[src/rtl/lock_pkg.sv]
// Shared constants for the lock sequencer: state encodings, display symbols and
// the code loaded at reset.
package lock_pkg;

    typedef logic [2:0] state_t;

    localparam state_t ST_IDLE     = 3'd0;
    localparam state_t ST_ENTRY    = 3'd1;
    localparam state_t ST_CHECK    = 3'd2;
    localparam state_t ST_OPEN     = 3'd3;
    localparam state_t ST_CHG_NEW  = 3'd4;
    localparam state_t ST_CHG_CONF = 3'd5;
    localparam state_t ST_LOCKOUT  = 3'd6;

    localparam logic [4:0] SYM_DASH  = 5'd16;
    localparam logic [4:0] SYM_BLANK = 5'd17;
    localparam logic [4:0] SYM_O     = 5'd18;
    localparam logic [4:0] SYM_P     = 5'd19;
    localparam logic [4:0] SYM_E     = 5'd20;
    localparam logic [4:0] SYM_N     = 5'd21;
    localparam logic [4:0] SYM_L     = 5'd22;

    localparam logic [15:0] DEFAULT_CODE = 16'h1234;

    function automatic logic [4:0] hex_sym(input logic [3:0] nib);
        return {1'b0, nib};
    endfunction

endpackage

[src/rtl/lock_ssd_fmt.sv]
// Combinational formatter: turns the sequencer's next-state view into the
// four-symbol bus; the parent registers the result.
module lock_ssd_fmt
    import lock_pkg::*;
(
    input  logic [2:0]  state_i,
    input  logic [15:0] digits_i,
    input  logic [2:0]  cnt_i,
    input  logic [7:0]  timer_i,
    output logic [19:0] sym_o
);

    logic [15:0] aligned_s;

    // Left-justify the captured digits, then map them to symbols per state.
    always_comb begin
        sym_o     = {4{SYM_DASH}};
        aligned_s = 16'(digits_i << (5'd16 - {cnt_i, 2'b00}));
        case (state_i)
            ST_IDLE, ST_ENTRY, ST_CHG_NEW, ST_CHG_CONF: begin
                for (int i = 0; i < 4; i++) begin
                    if (i < int'(cnt_i)) begin
                        sym_o[19-5*i -: 5] = hex_sym(aligned_s[15-4*i -: 4]);
                    end else begin
                        sym_o[19-5*i -: 5] = SYM_DASH;
                    end
                end
            end
            ST_OPEN: begin
                sym_o = {SYM_O, SYM_P, SYM_E, SYM_N};
            end
            ST_LOCKOUT: begin
                sym_o = {SYM_L, SYM_BLANK, hex_sym(timer_i[7:4]), hex_sym(timer_i[3:0])};
            end
            default: begin
                sym_o = {4{SYM_DASH}};
            end
        endcase
    end

endmodule

[src/rtl/lock_sequencer.sv]
// Lock FSM: code entry, verification, retry limiting, timed lockout and code
// change; all outputs are registered from the next-state values.
module lock_sequencer
    import lock_pkg::*;
#(
    parameter int          DIGITS        = 4,
    parameter int          MAX_TRIES     = 3,
    parameter int          LOCKOUT_TICKS = 10,
    parameter logic [15:0] DEFAULT_CODE  = lock_pkg::DEFAULT_CODE
) (
    input  logic        clk,
    input  logic        rst,
    input  logic        tick,
    input  logic        clr,
    input  logic        ent,
    input  logic        change,
    input  logic [3:0]  sw,
    output logic [5:0]  led,
    output logic [19:0] ssd,
    output logic        light
);

    state_t      state_q, state_d;
    logic [15:0] code_q, code_d;
    logic [15:0] buf_q, buf_d;
    logic [15:0] new_q, new_d;
    logic [2:0]  cnt_q, cnt_d;
    logic [1:0]  tries_q, tries_d;
    logic [7:0]  timer_q, timer_d;
    logic [5:0]  led_q, led_d;
    logic [19:0] ssd_q, ssd_d;
    logic        light_q, light_d;

    logic [2:0]  cnt_inc_s;
    logic        cnt_full_s;
    logic [15:0] buf_shift_s;
    logic [1:0]  tries_inc_s;
    logic [15:0] fmt_digits_s;
    logic [19:0] fmt_sym_s;

    assign cnt_inc_s   = cnt_q + 3'd1;
    assign cnt_full_s  = (cnt_inc_s == 3'(DIGITS));
    assign buf_shift_s = {buf_q[11:0], sw};
    assign tries_inc_s = tries_q + 2'd1;

    // Next-state logic; each branch tests clr, then ent, then change.
    always_comb begin
        state_d = state_q;
        code_d  = code_q;
        buf_d   = buf_q;
        new_d   = new_q;
        cnt_d   = cnt_q;
        tries_d = tries_q;
        timer_d = timer_q;
        case (state_q)
            ST_IDLE, ST_ENTRY: begin
                if (clr) begin
                    state_d = ST_IDLE;
                    buf_d   = 16'h0000;
                    cnt_d   = 3'd0;
                end else if (ent) begin
                    buf_d = buf_shift_s;
                    if (cnt_full_s) begin
                        state_d = ST_CHECK;
                        cnt_d   = 3'd0;
                    end else begin
                        state_d = ST_ENTRY;
                        cnt_d   = cnt_inc_s;
                    end
                end else begin
                    state_d = state_q;
                end
            end
            ST_CHECK: begin
                buf_d = 16'h0000;
                if (buf_q == code_q) begin
                    state_d = ST_OPEN;
                    tries_d = 2'd0;
                end else begin
                    tries_d = tries_inc_s;
                    if (tries_inc_s == 2'(MAX_TRIES)) begin
                        state_d = ST_LOCKOUT;
                        timer_d = 8'(LOCKOUT_TICKS);
                    end else begin
                        state_d = ST_IDLE;
                    end
                end
            end
            ST_OPEN: begin
                if (clr) begin
                    state_d = ST_IDLE;
                    buf_d   = 16'h0000;
                    cnt_d   = 3'd0;
                end else if (ent) begin
                    state_d = ST_OPEN;
                end else if (change) begin
                    state_d = ST_CHG_NEW;
                    new_d   = 16'h0000;
                    cnt_d   = 3'd0;
                end else begin
                    state_d = ST_OPEN;
                end
            end
            ST_CHG_NEW, ST_CHG_CONF: begin
                if (clr) begin
                    state_d = ST_OPEN;
                    buf_d   = 16'h0000;
                    new_d   = 16'h0000;
                    cnt_d   = 3'd0;
                end else if (ent) begin
                    if (state_q == ST_CHG_NEW) begin
                        new_d = {new_q[11:0], sw};
                    end else begin
                        buf_d = buf_shift_s;
                    end
                    if (!cnt_full_s) begin
                        cnt_d = cnt_inc_s;
                    end else if (state_q == ST_CHG_NEW) begin
                        state_d = ST_CHG_CONF;
                        cnt_d   = 3'd0;
                    end else begin
                        // Commit only when the confirmation matches the new code.
                        if (buf_shift_s == new_q) begin
                            code_d = new_q;
                        end else begin
                            code_d = code_q;
                        end
                        state_d = ST_OPEN;
                        buf_d   = 16'h0000;
                        new_d   = 16'h0000;
                        cnt_d   = 3'd0;
                    end
                end else begin
                    state_d = state_q;
                end
            end
            ST_LOCKOUT: begin
                if (tick) begin
                    if (timer_q <= 8'd1) begin
                        state_d = ST_IDLE;
                        timer_d = 8'd0;
                        tries_d = 2'd0;
                    end else begin
                        timer_d = timer_q - 8'd1;
                    end
                end else begin
                    timer_d = timer_q;
                end
            end
            default: begin
                state_d = ST_IDLE;
                buf_d   = 16'h0000;
                new_d   = 16'h0000;
                cnt_d   = 3'd0;
            end
        endcase
    end

    assign fmt_digits_s = (state_d == ST_CHG_NEW) ? new_d : buf_d;

    lock_ssd_fmt u_fmt (
        .state_i  (state_d),
        .digits_i (fmt_digits_s),
        .cnt_i    (cnt_d),
        .timer_i  (timer_d),
        .sym_o    (fmt_sym_s)
    );

    // Output values for the coming cycle; CHECK keeps the previous display.
    always_comb begin
        led_d   = {(state_d == ST_OPEN), (state_d == ST_LOCKOUT), tries_d, cnt_d[1:0]};
        light_d = (state_d == ST_OPEN);
        if (state_d == ST_CHECK) begin
            ssd_d = ssd_q;
        end else begin
            ssd_d = fmt_sym_s;
        end
    end

    // State, code and output registers with synchronous reset.
    always_ff @(posedge clk) begin
        if (rst) begin
            state_q <= ST_IDLE;
            code_q  <= DEFAULT_CODE;
            buf_q   <= 16'h0000;
            new_q   <= 16'h0000;
            cnt_q   <= 3'd0;
            tries_q <= 2'd0;
            timer_q <= 8'd0;
            led_q   <= 6'd0;
            ssd_q   <= {4{SYM_DASH}};
            light_q <= 1'b0;
        end else begin
            state_q <= state_d;
            code_q  <= code_d;
            buf_q   <= buf_d;
            new_q   <= new_d;
            cnt_q   <= cnt_d;
            tries_q <= tries_d;
            timer_q <= timer_d;
            led_q   <= led_d;
            ssd_q   <= ssd_d;
            light_q <= light_d;
        end
    end

    assign led   = led_q;
    assign ssd   = ssd_q;
    assign light = light_q;

endmodule

[config.mk]
export PLATFORM = sky130hd
export DESIGN_NAME = lock_sequencer
export DESIGN_NICKNAME = d
export VERILOG_FILES = /design/src/rtl/lock_pkg.sv /design/src/rtl/lock_ssd_fmt.sv /design/src/rtl/lock_sequencer.sv
export SDC_FILE = /design/constraint.sdc
export NUM_CORES = 1
export LEC_CHECK = 0
export ABC_AREA = 1
export CELL_PAD_IN_SITES_DETAIL_PLACEMENT = 2
export CELL_PAD_IN_SITES_GLOBAL_PLACEMENT = 2
export CORE_MARGIN = 5
export CORE_UTILIZATION = 34
export CTS_BUF_LIST = sky130_fd_sc_hd__clkbuf_4 sky130_fd_sc_hd__clkbuf_8
export DETAILED_ROUTE_END_ITERATION = 6
export GPL_TIMING_DRIVEN = 1
export PLACE_DENSITY = 0.91
export SLEW_MARGIN = 5
export SYNTH_ARGS = -nofsm -noshare
export SYNTH_HDL_FRONTEND = slang
export SYNTH_SLANG_ARGS = --single-unit
[constraint.sdc]
create_clock -name clk -period 4.01 [get_ports clk]
set_input_delay 0.401 -clock clk [delete_from_list [all_inputs] [get_ports clk]]
set_output_delay 0.401 -clock clk [all_outputs]
set_load 0.02 [all_outputs]
==> impl_metrics.tcl, run 1 <==
set metrics [dict create \
    status "finished clean" \
    critPathTopFamily "buffers and inverters" \
    ys_seq_elements 86 \
    drc 0 \
    rsz0062_at_grt "no" \
    power_frac_clock_pct 37.8 \
    synth_cell_types 48 \
    syn_area_sq_mm 0.00538 \
    placed_area_sq_mm 0.00590 \
    critPathArrivalTime_ns 3.50 \
    seq_power_share_pct 51.6 \
    htree_levels 3 \
    critPathCaptureType "flop" \
    power.internal_uw 1220 \
    drive_above_1_share_pct 11.3 \
    place.gp.congestion 0.862 \
    yosysTopAreaCell "dfxtp_1" \
    routedWlPerCell_microns 20.4 \
    synth_edf_count 0 \
    path_clk_slew_ns 0.08 \
    globalRouteTotalUtil_pct 24.5 \
    power.share.switching_pct 27.6 \
    path_class "in -> reg" \
    nFillCells 1963 \
    clock_latency_ns 0.39 \
    leakage_uw 0.00279 \
    slew_headroom_pct 53.8 \
    clock_path_buffers 2 \
    switching_power_uw 465 \
    crit_buf_inv 6 \
    nNetsFinal 859 \
    netlist_top_cells_area "dfxtp_1 (32%), nand2_1 (12%), inv_1 (8.3%)" \
    synth_ff_type "dfxtp_1" \
    comb_power_share_pct 10.6 \
    drt_first_pass_iters 5 \
    ir_drop_mv 0.146 \
    tritoncts "yes" \
    diodes 0 \
    coreArea_sq_mm 0.0157 \
    syn_nets 837 \
    postSynthCellCount 820 \
    worstMarginPinSlew_ns 0.688 \
    async_flop_share_pct 0 \
    fin_setup_tns_ns 0 \
    cpPeakStageDelay_ns 0.73 \
    period_minus_slack_ns 3.22 \
    dpl_worst_slack_ns 0.469 \
    grt_pass1_wl_mm 35.1 \
    clock-sinks 86 \
    cts_setup_buffers 0 \
    drt_iter0_drc 261 \
    routed_wl_mm 21.6 \
    fin_util_pct 38.7 \
    finalHoldViolations 0 \
    critPathSlowestCell "clkdlybuf4s50_1" \
    syn_avg_cell_area_sq_um 6.56 \
    numPortBuffers 36 \
    grt_pass1_vias 6328 \
    layout_setup_ws_ns 0.791 \
    die_width_microns 136 \
    cpMostUsedCell "inv_2" \
    required_ns 4.29 \
    fin_crit_sh_pct 80.3 \
    dpl.hpwl_mm 16.3 \
    cellPowerDensity_mw_per_mm2 277 \
    hold_class "reg -> reg" \
    cp-start-kind "primary input" \
    skew_ns 0.0209 \
    setup-violations-final 0 \
    maxCapViolations 0 \
    num_vias 5766 \
    die_area_sq_mm 0.0184 \
    io_pins 37 \
    path_max_fanout 10 \
    grt_start_max_net_pins 50 \
    ctsResizeCount 0 \
    finalMaxSlewViolations 0 \
    num_rows 46 \
    path_cells "clkdlybuf4s50_1 > inv_2 > nand2_1 > nand3_1 > inv_2 > nor2_2 > o21ai_2 > inv_2 > ha_1 > clkinv_1 > nand3_1 > nor2_1 > nand4_1 > o211ai_1 > nand2_1 > inv_1" \
    power_uw 1680 \
    grt.overflow.total 0 \
    antenna_found_initial 0 \
    start_util_pct 34.2 \
    max_freq_ghz 0.311 \
    cts_made_buffers 9 \
    final_area_sq_mm 0.00608 \
    die_h_microns 136 \
    ctsHoldBuffers 0 \
    area_delta_synth_final_pct 13.1 \
    ys_warn_count 0 \
    yosysSeqAreaShare_pct 32.0 \
    ctsRootBufferMaster "clkbuf_8" \
    postRouteAntennaNets 0 \
    vias_per_cell 5.44 \
    netlist.area_leader.share_pct 32.0 \
]
==> through the flow <==
step / hold slack [ns] / std cells
final: 0.481 / 1060
after global routing: 0.524 / 1060
after CTS: 0.486 / 1060
after detailed placement: 0.469 / 1047
after global placement: 0.463 / 1047
after floorplan: 0.453 / 820
==> worst paths after layout <==
check                                 from       to  slack (ns)  depth (start not counted)
worst max-delay path                   ent   ssd[3]        0.79                         16
worst min-delay path               ssd[18]  ssd[18]        0.48                          2
worst max register to register  state_q[0]   ssd[3]        0.92                         15
worst min register to register     ssd[18]  ssd[18]        0.48                          2
==> cell type report <==
cell class	instances	area, sq um	share of cell area [%]
flip-flops and latches	86	1720	28.3
clock buffers	11	145	2.39
clock inverters	2	35.0	0.576
well taps	216	270	4.45
repair buffers	45	423	6.96
multi-input cells	559	2960	48.6
inverters	141	529	8.71
==> cells in the final DEF (no fill, tap or decap), drive strengths merged <==
| master | netlist | final |
|---|---|---|
| nand4 | 6 | 6 |
| nand3 | 68 | 68 |
| a31oi | 2 | 2 |
| a211oi | 2 | 2 |
| a21oi | 56 | 56 |
| and3 | 1 | 1 |
| ha | 7 | 7 |
| a22oi | 12 | 12 |
| o21ai | 58 | 58 |
| xor2 | 10 | 10 |
| nor2 | 52 | 52 |
| nor4 | 5 | 5 |
| bufinv | 0 | 1 |
| nand2 | 187 | 187 |
| nand3b | 1 | 1 |
| o2111ai | 1 | 1 |
| dfxtp | 86 | 86 |
| a21o | 1 | 1 |
| o211ai | 8 | 8 |
| nor3 | 5 | 5 |
| buf | 16 | 10 |
| clkdlybuf4s50 | 0 | 35 |
| a311oi | 2 | 2 |
| o22ai | 43 | 43 |
| clkinv | 2 | 3 |
| nor3b | 1 | 1 |
| o21a | 1 | 1 |
| a21boi | 1 | 1 |
| xnor2 | 1 | 1 |
| inv | 139 | 139 |
| clkbuf | 18 | 11 |
| o221ai | 4 | 4 |
| or2 | 24 | 24 |
==> cell families after synthesis <==
| logic type | Yosys count | share of synthesized area, % |
|---|---|---|
| AOI/OAI and AO/OA | 191 | 21.3 |
| adders and majority gates | 7 | 1.63 |
| DFF | 86 | 32.0 |
| buffers and inverters | 175 | 13.0 |
| and+or+nand+nor | 350 | 30.3 |
| xor gates and xnor gates | 11 | 1.79 |
==> power by group through the flow <==
stage	combinational, uW	sequential, uW	clock [uW]
2_1_floorplan	107	890	0
3_3_place_gp	170	887	0
3_5_place_dp	175	887	0
4_1_cts	178	867	643
5_1_grt	192	869	684
6_report	179	867	636
==> per-layer routing <==
layer / track usage [%] / part of all wire [%] / up-vias
met3: 4.46 / 4.0 / 36
met4: 8.23 / 2.7 / 0
met2: 41.0 / 47 / 136
li1: - / - / 2724
met5: 0 / 0 / -
met1: 31.7 / 46 / 2870
==> flip-flops by register name, indices dropped and copies added, names as in the netlist, named ones only <==
| name | flops |
|---|---|
| timer_q | 8 |
| cnt_q | 3 |
| state_q | 3 |
| buf_q | 16 |
| code_q | 16 |
| ssd | 20 |
| new_q | 16 |
| led | 2 |
==> cell usage after synthesis (12+ instances only) <==
| library cell | n |
|---|---|
| o22ai_1 | 43 |
| dfxtp_1 | 86 |
| nor2_1 | 44 |
| inv_2 | 20 |
| o21ai_0 | 51 |
| or2_2 | 22 |
| a22oi_1 | 12 |
| inv_1 | 119 |
| nand2_1 | 175 |
| clkbuf_1 | 18 |
| a21oi_1 | 53 |
| nand3_1 | 68 |
==> worst reg2reg max path: stages, from the launching register on <==
cell	delay, ns
dfxtp_1	0.53
nand2_1	0.15
nor2_2	0.21
nand3_1	0.15
inv_2	0.10
nor2_2	0.08
o21ai_2	0.25
inv_2	0.07
ha_1	0.50
clkinv_1	0.36
nand3_1	0.18
nor2_1	0.10
nand4_1	0.11
o211ai_1	0.10
nand2_1	0.08
inv_1	0.04
No activity file was read; power rests on OpenSTA's default activity.
==> run 2, diff against run 1 <==
==> constraint.sdc (replaced) <==
create_clock -name clk -period 3.1 [get_ports clk]
set_input_delay 0.31 -clock clk [delete_from_list [all_inputs] [get_ports clk]]
set_output_delay 0.31 -clock clk [all_outputs]
set_load 0.02 [all_outputs]
==> run 2 against run 1 <==
Compared with the run above:
- hold slack lost 0.0038 ns
- critical path depth grew 3
- non-clock buffer count grew 18
- first-iteration DRC count grew 44%
- combinational power grew 40%
- wire length grew 8.1%
- largest cell class unchanged
==> impl_metrics.tcl, run 2 (same netlist as run 1, synthesis figures left out) <==
set metrics [dict create \
    worstRegToRegCells 19 \
    finalHoldViolations 0 \
    fin_hold_ws_ns 0.478 \
    nNetsFinal 877 \
    r2r_start "cnt_q[0]" \
    path_clk_slew_ns 0.10 \
    grt_pass1_vias 6471 \
    ctsRootBufferMaster "clkbuf_8" \
    startpoint "cnt_q[0]" \
    critPathArrivalTime_ns 3.31 \
    status "finished clean" \
    globalRouteTotalUtil_pct 25.2 \
    num_rows 46 \
    clock_latency_ns 0.38 \
    postRouteAntennaNets 0 \
    grt.overflow.total 0 \
    finalMaxSlewViolations 0 \
    r2r-end "ssd[11]" \
    period_minus_slack_ns 3.00 \
    drc 0 \
    crit_end "ssd[11]" \
    cts_made_buffers 9 \
    drt_iter0_drc 377 \
    num_vias 5960 \
    multiInputGateArea_sq_mm 0.00297 \
    worstMarginPinSlew_ns 0.653 \
    die_width_microns 136 \
    dpl.hpwl_mm 17.2 \
    hold_class "reg -> reg" \
    max_freq_ghz 0.334 \
    path_max_fanout 18 \
    coreArea_sq_mm 0.0157 \
    required_ns 3.41 \
    place.gp.congestion 0.839 \
    setup-violations-final 0 \
    ctsHoldBuffers 0 \
    ff_latch_area_sq_mm 0.00172 \
    drive_above_1_share_pct 13.6 \
    largest_reg_flops 20 \
    maxCapViolations 0 \
    nFillCells 1920 \
    routed_wl_mm 23.4 \
    path_class "reg -> reg" \
    min-delay-start "ssd[15]" \
    antenna_found_initial 0 \
    die_area_sq_mm 0.0184 \
    grt_pass1_wl_mm 36.0 \
    cellPowerDensity_mw_per_mm2 353 \
    critPathCaptureType "flop" \
    tritoncts "yes" \
    area_delta_synth_final_pct 16.4 \
    diodes 0 \
    clock_path_buffers 2 \
    die_h_microns 136 \
    start_util_pct 34.2 \
    r2r_setup_slack_ns 0.10 \
    cp-start-kind "flop" \
    clock-sinks 86 \
    fin_setup_tns_ns 0 \
    drt_first_pass_iters 5 \
    routedWlPerCell_microns 21.6 \
    leakage_uw 0.00289 \
    final_cell_mix "nand2_1 (175), inv_1 (119), dfxtp_1 (86)" \
    htree_levels 3 \
    slew_headroom_pct 56.4 \
    ir_drop_mv 0.235 \
    grt_start_max_net_pins 50 \
    skew_ns 0.0225 \
    fin_crit_sh_pct 96.7 \
    io_pins 37 \
    vias_per_cell 5.51 \
    final_common_cell "nand2_1" \
    numPortBuffers 36 \
]
[run 2: final cells by class]
cell class | instances | share of cell area, %
clock buffers | 9 | 1.98
clock inverters | 7 | 1.04
flip-flops and latches | 86 | 27.5
repair buffers | 63 | 9.32
inverters | 141 | 8.46
well taps | 216 | 4.32
multi-input cells | 559 | 47.4
[run 2: worst max-delay path, stage by stage, from the launching register on]
cell	delay [ns]
dfxtp_1	0.37
ha_1	0.23
ha_1	0.23
nand2_1	0.20
o21ai_1	0.13
nand2_2	0.11
nand2_1	0.08
nor2_2	0.11
nand2_2	0.08
nor2_4	0.10
nand2_4	0.12
nor2_8	0.18
nand2_8	0.13
nand2_1	0.12
nand2_1	0.06
nor2_1	0.24
nand2_1	0.10
o21ai_1	0.10
nand2_1	0.08
a21oi_1	0.14
[run 2: repair_timing]
action / in CTS / in global routing
endpoints found under the setup margin: 0 / 15
buffers inserted: 0 / 2
resized for setup: 0 / 3
[run 2: worst min path at each step]
stage	end	slack, ns	cells past startpoint
6_report	ssd[15]	0.48	2
4_1_cts	ssd[15]	0.48	2
5_1_grt	ssd[15]	0.50	2
3_5_place_dp	ssd[15]	0.47	2
2_1_floorplan	timer_q[7]	0.45	2
3_3_place_gp	ssd[18]	0.46	2
[run 2: layer usage]
layer	up-vias	GRT usage [%]	share of wire, %
li1	2761	-	-
met1	3005	32.2	44
met3	44	3.45	3.7
met4	0	9.29	3.0
met5	-	0	0
met2	150	43.3	49
[run 2: where the power goes]
group / total (uW) / switching, uW / leakage [uW] / internal [uW]
logic: 250 / 166 / 0.00211 / 84.0
clock network: 834 / 466 / 0.0000948 / 367
registers: 1120 / 9.40 / 0.000694 / 1110
total: 2210 / 642 / 0.00289 / 1560
[run 2: per-stage QoR]
stage	setup WS (ns)	instances	cell area (sq um)	total power, uW	util [%]
after floorplan	0.279	820	5380	1290	-
after global placement	0.200	1063	6040	1380	38.5
after detailed placement	0.0484	1063	6040	1390	38.5
after CTS	0.115	1079	6230	2200	39.7
after global routing	-0.0294	1081	6260	2290	39.8
final	0.102	1081	6260	2210	39.8
==> run 3, diff against run 2 <==
--- a/config.mk
+++ b/config.mk
@@ -5,11 +5,11 @@
 export SDC_FILE = /design/constraint.sdc
 export NUM_CORES = 1
 export LEC_CHECK = 0
-export ABC_AREA = 1
+export ABC_AREA = 0
 export CELL_PAD_IN_SITES_DETAIL_PLACEMENT = 2
 export CELL_PAD_IN_SITES_GLOBAL_PLACEMENT = 2
 export CORE_MARGIN = 5
-export CORE_UTILIZATION = 34
+export CORE_UTILIZATION = 38
 export CTS_BUF_LIST = sky130_fd_sc_hd__clkbuf_4 sky130_fd_sc_hd__clkbuf_8
 export DETAILED_ROUTE_END_ITERATION = 6
 export GPL_TIMING_DRIVEN = 1
==> run 3 against run 2 <==
Compared with the run above:
- global-route usage rose by 1.1 points
- first-iteration DRC count is 7.7% higher
- critical path depth shrank 9
- setup slack got worse by 0.086 ns
- sequential share of layout area is 2.8 points higher
- non-clock buffer count is 5 higher
- hold slack worse by 0.0080 ns
- largest cell class unchanged
- largest power group unchanged
==> impl_metrics.tcl, run 3 <==
set metrics [dict create \
    ys_seq_elements 86 \
    path_max_fanout 16 \
    final_common_cell "dfxtp_1" \
    routedWlPerCell_microns 25.7 \
    globalRouteTotalUtil_pct 26.3 \
    critPathTopFamily "multiplexers" \
    critPathCaptureType "flop" \
    yosysTopAreaCell "dfxtp_1" \
    synthTopCellsByCount "dfxtp_1 (86), nor2_1 (67), mux2i_1 (40), nand2_1 (31)" \
    vias_per_cell 6.06 \
    netlist.area_leader.share_pct 35.6 \
    grt-busiest-layer "met2" \
    start_util_pct 38.6 \
    finalMaxSlewViolations 0 \
    fin_crit_sh_pct 99.5 \
    required_ns 3.41 \
    synth_edf_count 0 \
    syn_nets 555 \
    final_cell_mix "dfxtp_1 (86), nor2_1 (67), mux2i_1 (38)" \
    synth.most_common_cell "dfxtp_1" \
    status "finished clean" \
    r2r_setup_slack_ns 0.02 \
    nFillCells 1404 \
    drt_iter0_drc 406 \
    grtUsageMet3_pct 4.98 \
    finalHoldViolations 0 \
    worstMarginPinSlew_ns 0.853 \
    grt_start_max_net_pins 30 \
    leakage_uw 0.00210 \
    ys_warn_count 0 \
    clock_latency_ns 0.38 \
    htree_levels 3 \
    setup-violations-final 0 \
    cts_setup_buffers 0 \
    async_flop_share_pct 0 \
    grt_pass1_wl_mm 30.0 \
    drive_above_1_share_pct 14.5 \
    die_area_sq_mm 0.0151 \
    netlist_top_cells_area "dfxtp_1 (36%), mux2i_1 (8.3%), nor2_1 (5.2%)" \
    die_width_microns 123 \
    cpPeakStageDelay_ns 0.44 \
    diodes 0 \
    clock_path_buffers 2 \
    rsz0062_at_grt "yes" \
    drc 0 \
    synth_ff_type "dfxtp_1" \
    max_freq_ghz 0.324 \
    crit_buf_inv 1 \
    num_rows 41 \
    num_vias 4597 \
    fin_hold_ws_ns 0.470 \
    largest_reg_flops 20 \
    area_delta_synth_final_pct 17.6 \
    cts_made_buffers 9 \
    period_minus_slack_ns 3.08 \
    syn_avg_cell_area_sq_um 8.98 \
    critPathArrivalTime_ns 3.40 \
    coreArea_sq_mm 0.0125 \
    path_cells "ha_1 > ha_1 > nand2b_1 > a211o_1 > a211oi_4 > buf_12 > mux2i_2 > mux2i_1 > mux2i_1 > a22o_1" \
    numPortBuffers 36 \
    cp-start-kind "flop" \
    maxCapViolations 0 \
    place.gp.congestion 0.907 \
    slew_headroom_pct 43.1 \
    postSynthCellCount 538 \
    gr-usage-met1_pct 32.1 \
    dpl.hpwl_mm 14.1 \
    io_pins 37 \
    routed_wl_mm 19.5 \
    grt_pass1_vias 5092 \
    tritoncts "yes" \
    cellPowerDensity_mw_per_mm2 365 \
    syn_area_sq_mm 0.00483 \
    die_h_microns 123 \
    grtUsageMet2_pct 45.7 \
    path_clk_slew_ns 0.09 \
    ctsRootBufferMaster "clkbuf_8" \
    critPathSlowestCell "mux2i_2" \
    clock-sinks 86 \
    yosysSeqAreaShare_pct 35.6 \
    hold_class "in -> reg" \
    fin_cells 758 \
    nNetsFinal 600 \
    skew_ns 0.0181 \
    antenna_found_initial 0 \
    postRouteAntennaNets 0 \
    drt_first_pass_iters 4 \
    path_class "reg -> reg" \
    place_inst 744 \
    ir_drop_mv 0.319 \
    grt.overflow.total 0 \
    synth_cell_types 73 \
]
==> run 3: changes by cell type after synthesis, moves of 23 or more <==
cell     previous run  this run
o22ai_1            43         1
mux2i_1             0        40
nand2_1           175        31
a21oi_1            53        22
nand3_1            68         8
o21ai_0            51        20
inv_1             119         8
nor2_1             44        67
==> run 3: report_power, final <==
part | internal, uW | leakage [uW] | switching [uW]
sequential | 1110 | 0.000694 | 9.15
clock | 357 | 0.0000948 | 413
combinational | 64.8 | 0.00131 | 119
==> run 3: layer usage <==
layer | wire (microns) | part of all wire [%] | vias up
li1 | - | - | 2045
met1 | 8100 | 42 | 2349
met2 | 9910 | 51 | 160
met3 | 916 | 4.7 | 43
met4 | 546 | 2.8 | 0
met5 | 0 | 0 | -
==> run 3: layout make-up <==
type | instances | area [sq um] | share of cell area [%]
Sequential cell | 86 | 1720 | 30.3
Inverter | 9 | 33.8 | 0.595
Clock buffer | 13 | 173 | 3.04
Clock inverter | 1 | 5.00 | 0.0881
Tap cell | 172 | 215 | 3.79
Multi-Input combinational cell | 409 | 2910 | 51.3
Timing Repair Buffer | 68 | 621 | 10.9
==> run 3: path summary, 6_finish.rpt <==
| kind | from | depth (start not counted) | end |
|---|---|---|---|
| setup / recovery | cnt_q[0] | 10 | ssd[18] |
| hold / removal | rst | 2 | buf_q[3] |
| setup reg to reg | cnt_q[0] | 10 | ssd[18] |
| hold reg to reg | ssd[3] | 2 | ssd[3] |
==> run 3: logic make-up (layout without fill, tap and decap cells) <==
group / after synthesis / after routing / share of synthesized area [%]
AOI/OAI and AO/OA: 124 / 124 / 19.0
xor gates and xnor gates: 37 / 37 / 6.71
adders and majority gates: 7 / 7 / 1.81
and+or+nand+nor: 197 / 197 / 21.9
buffers and inverters: 43 / 91 / 5.00
muxes: 44 / 44 / 9.92
DFF: 86 / 86 / 35.6
==> run 3: worst register-to-register path: cells and delay by family, from the launching register on <==
family / cells / cell delay, ns
DFF: 1 / 0.34
AOI/OAI and AO/OA: 3 / 0.82
buffers and inverters: 1 / 0.23
and+or+nand+nor: 1 / 0.18
muxes: 3 / 0.92
adders and majority gates: 2 / 0.51
==> run 3: timing repair <==
item,CTS,global route
hold buffers,0,0
setup endpoints to repair,2,6
gates resized for setup,2,3
pin swaps,0,0
==> run 3: metrics by stage <==
step	power (uW)	setup WS [ns]	setup TNS [ns]	area [sq um]	util [%]
2_1_floorplan	1240	0.236	0	4830	-
5_1_grt	2140	-0.0375	-0.0483	5680	45.4
6_report	2070	0.0156	0	5680	45.4
3_5_place_dp	1320	-0.0966	-0.617	5480	43.8
3_3_place_gp	1310	-0.00395	-0.00395	5480	43.8
4_1_cts	2080	0.0276	0	5660	45.3
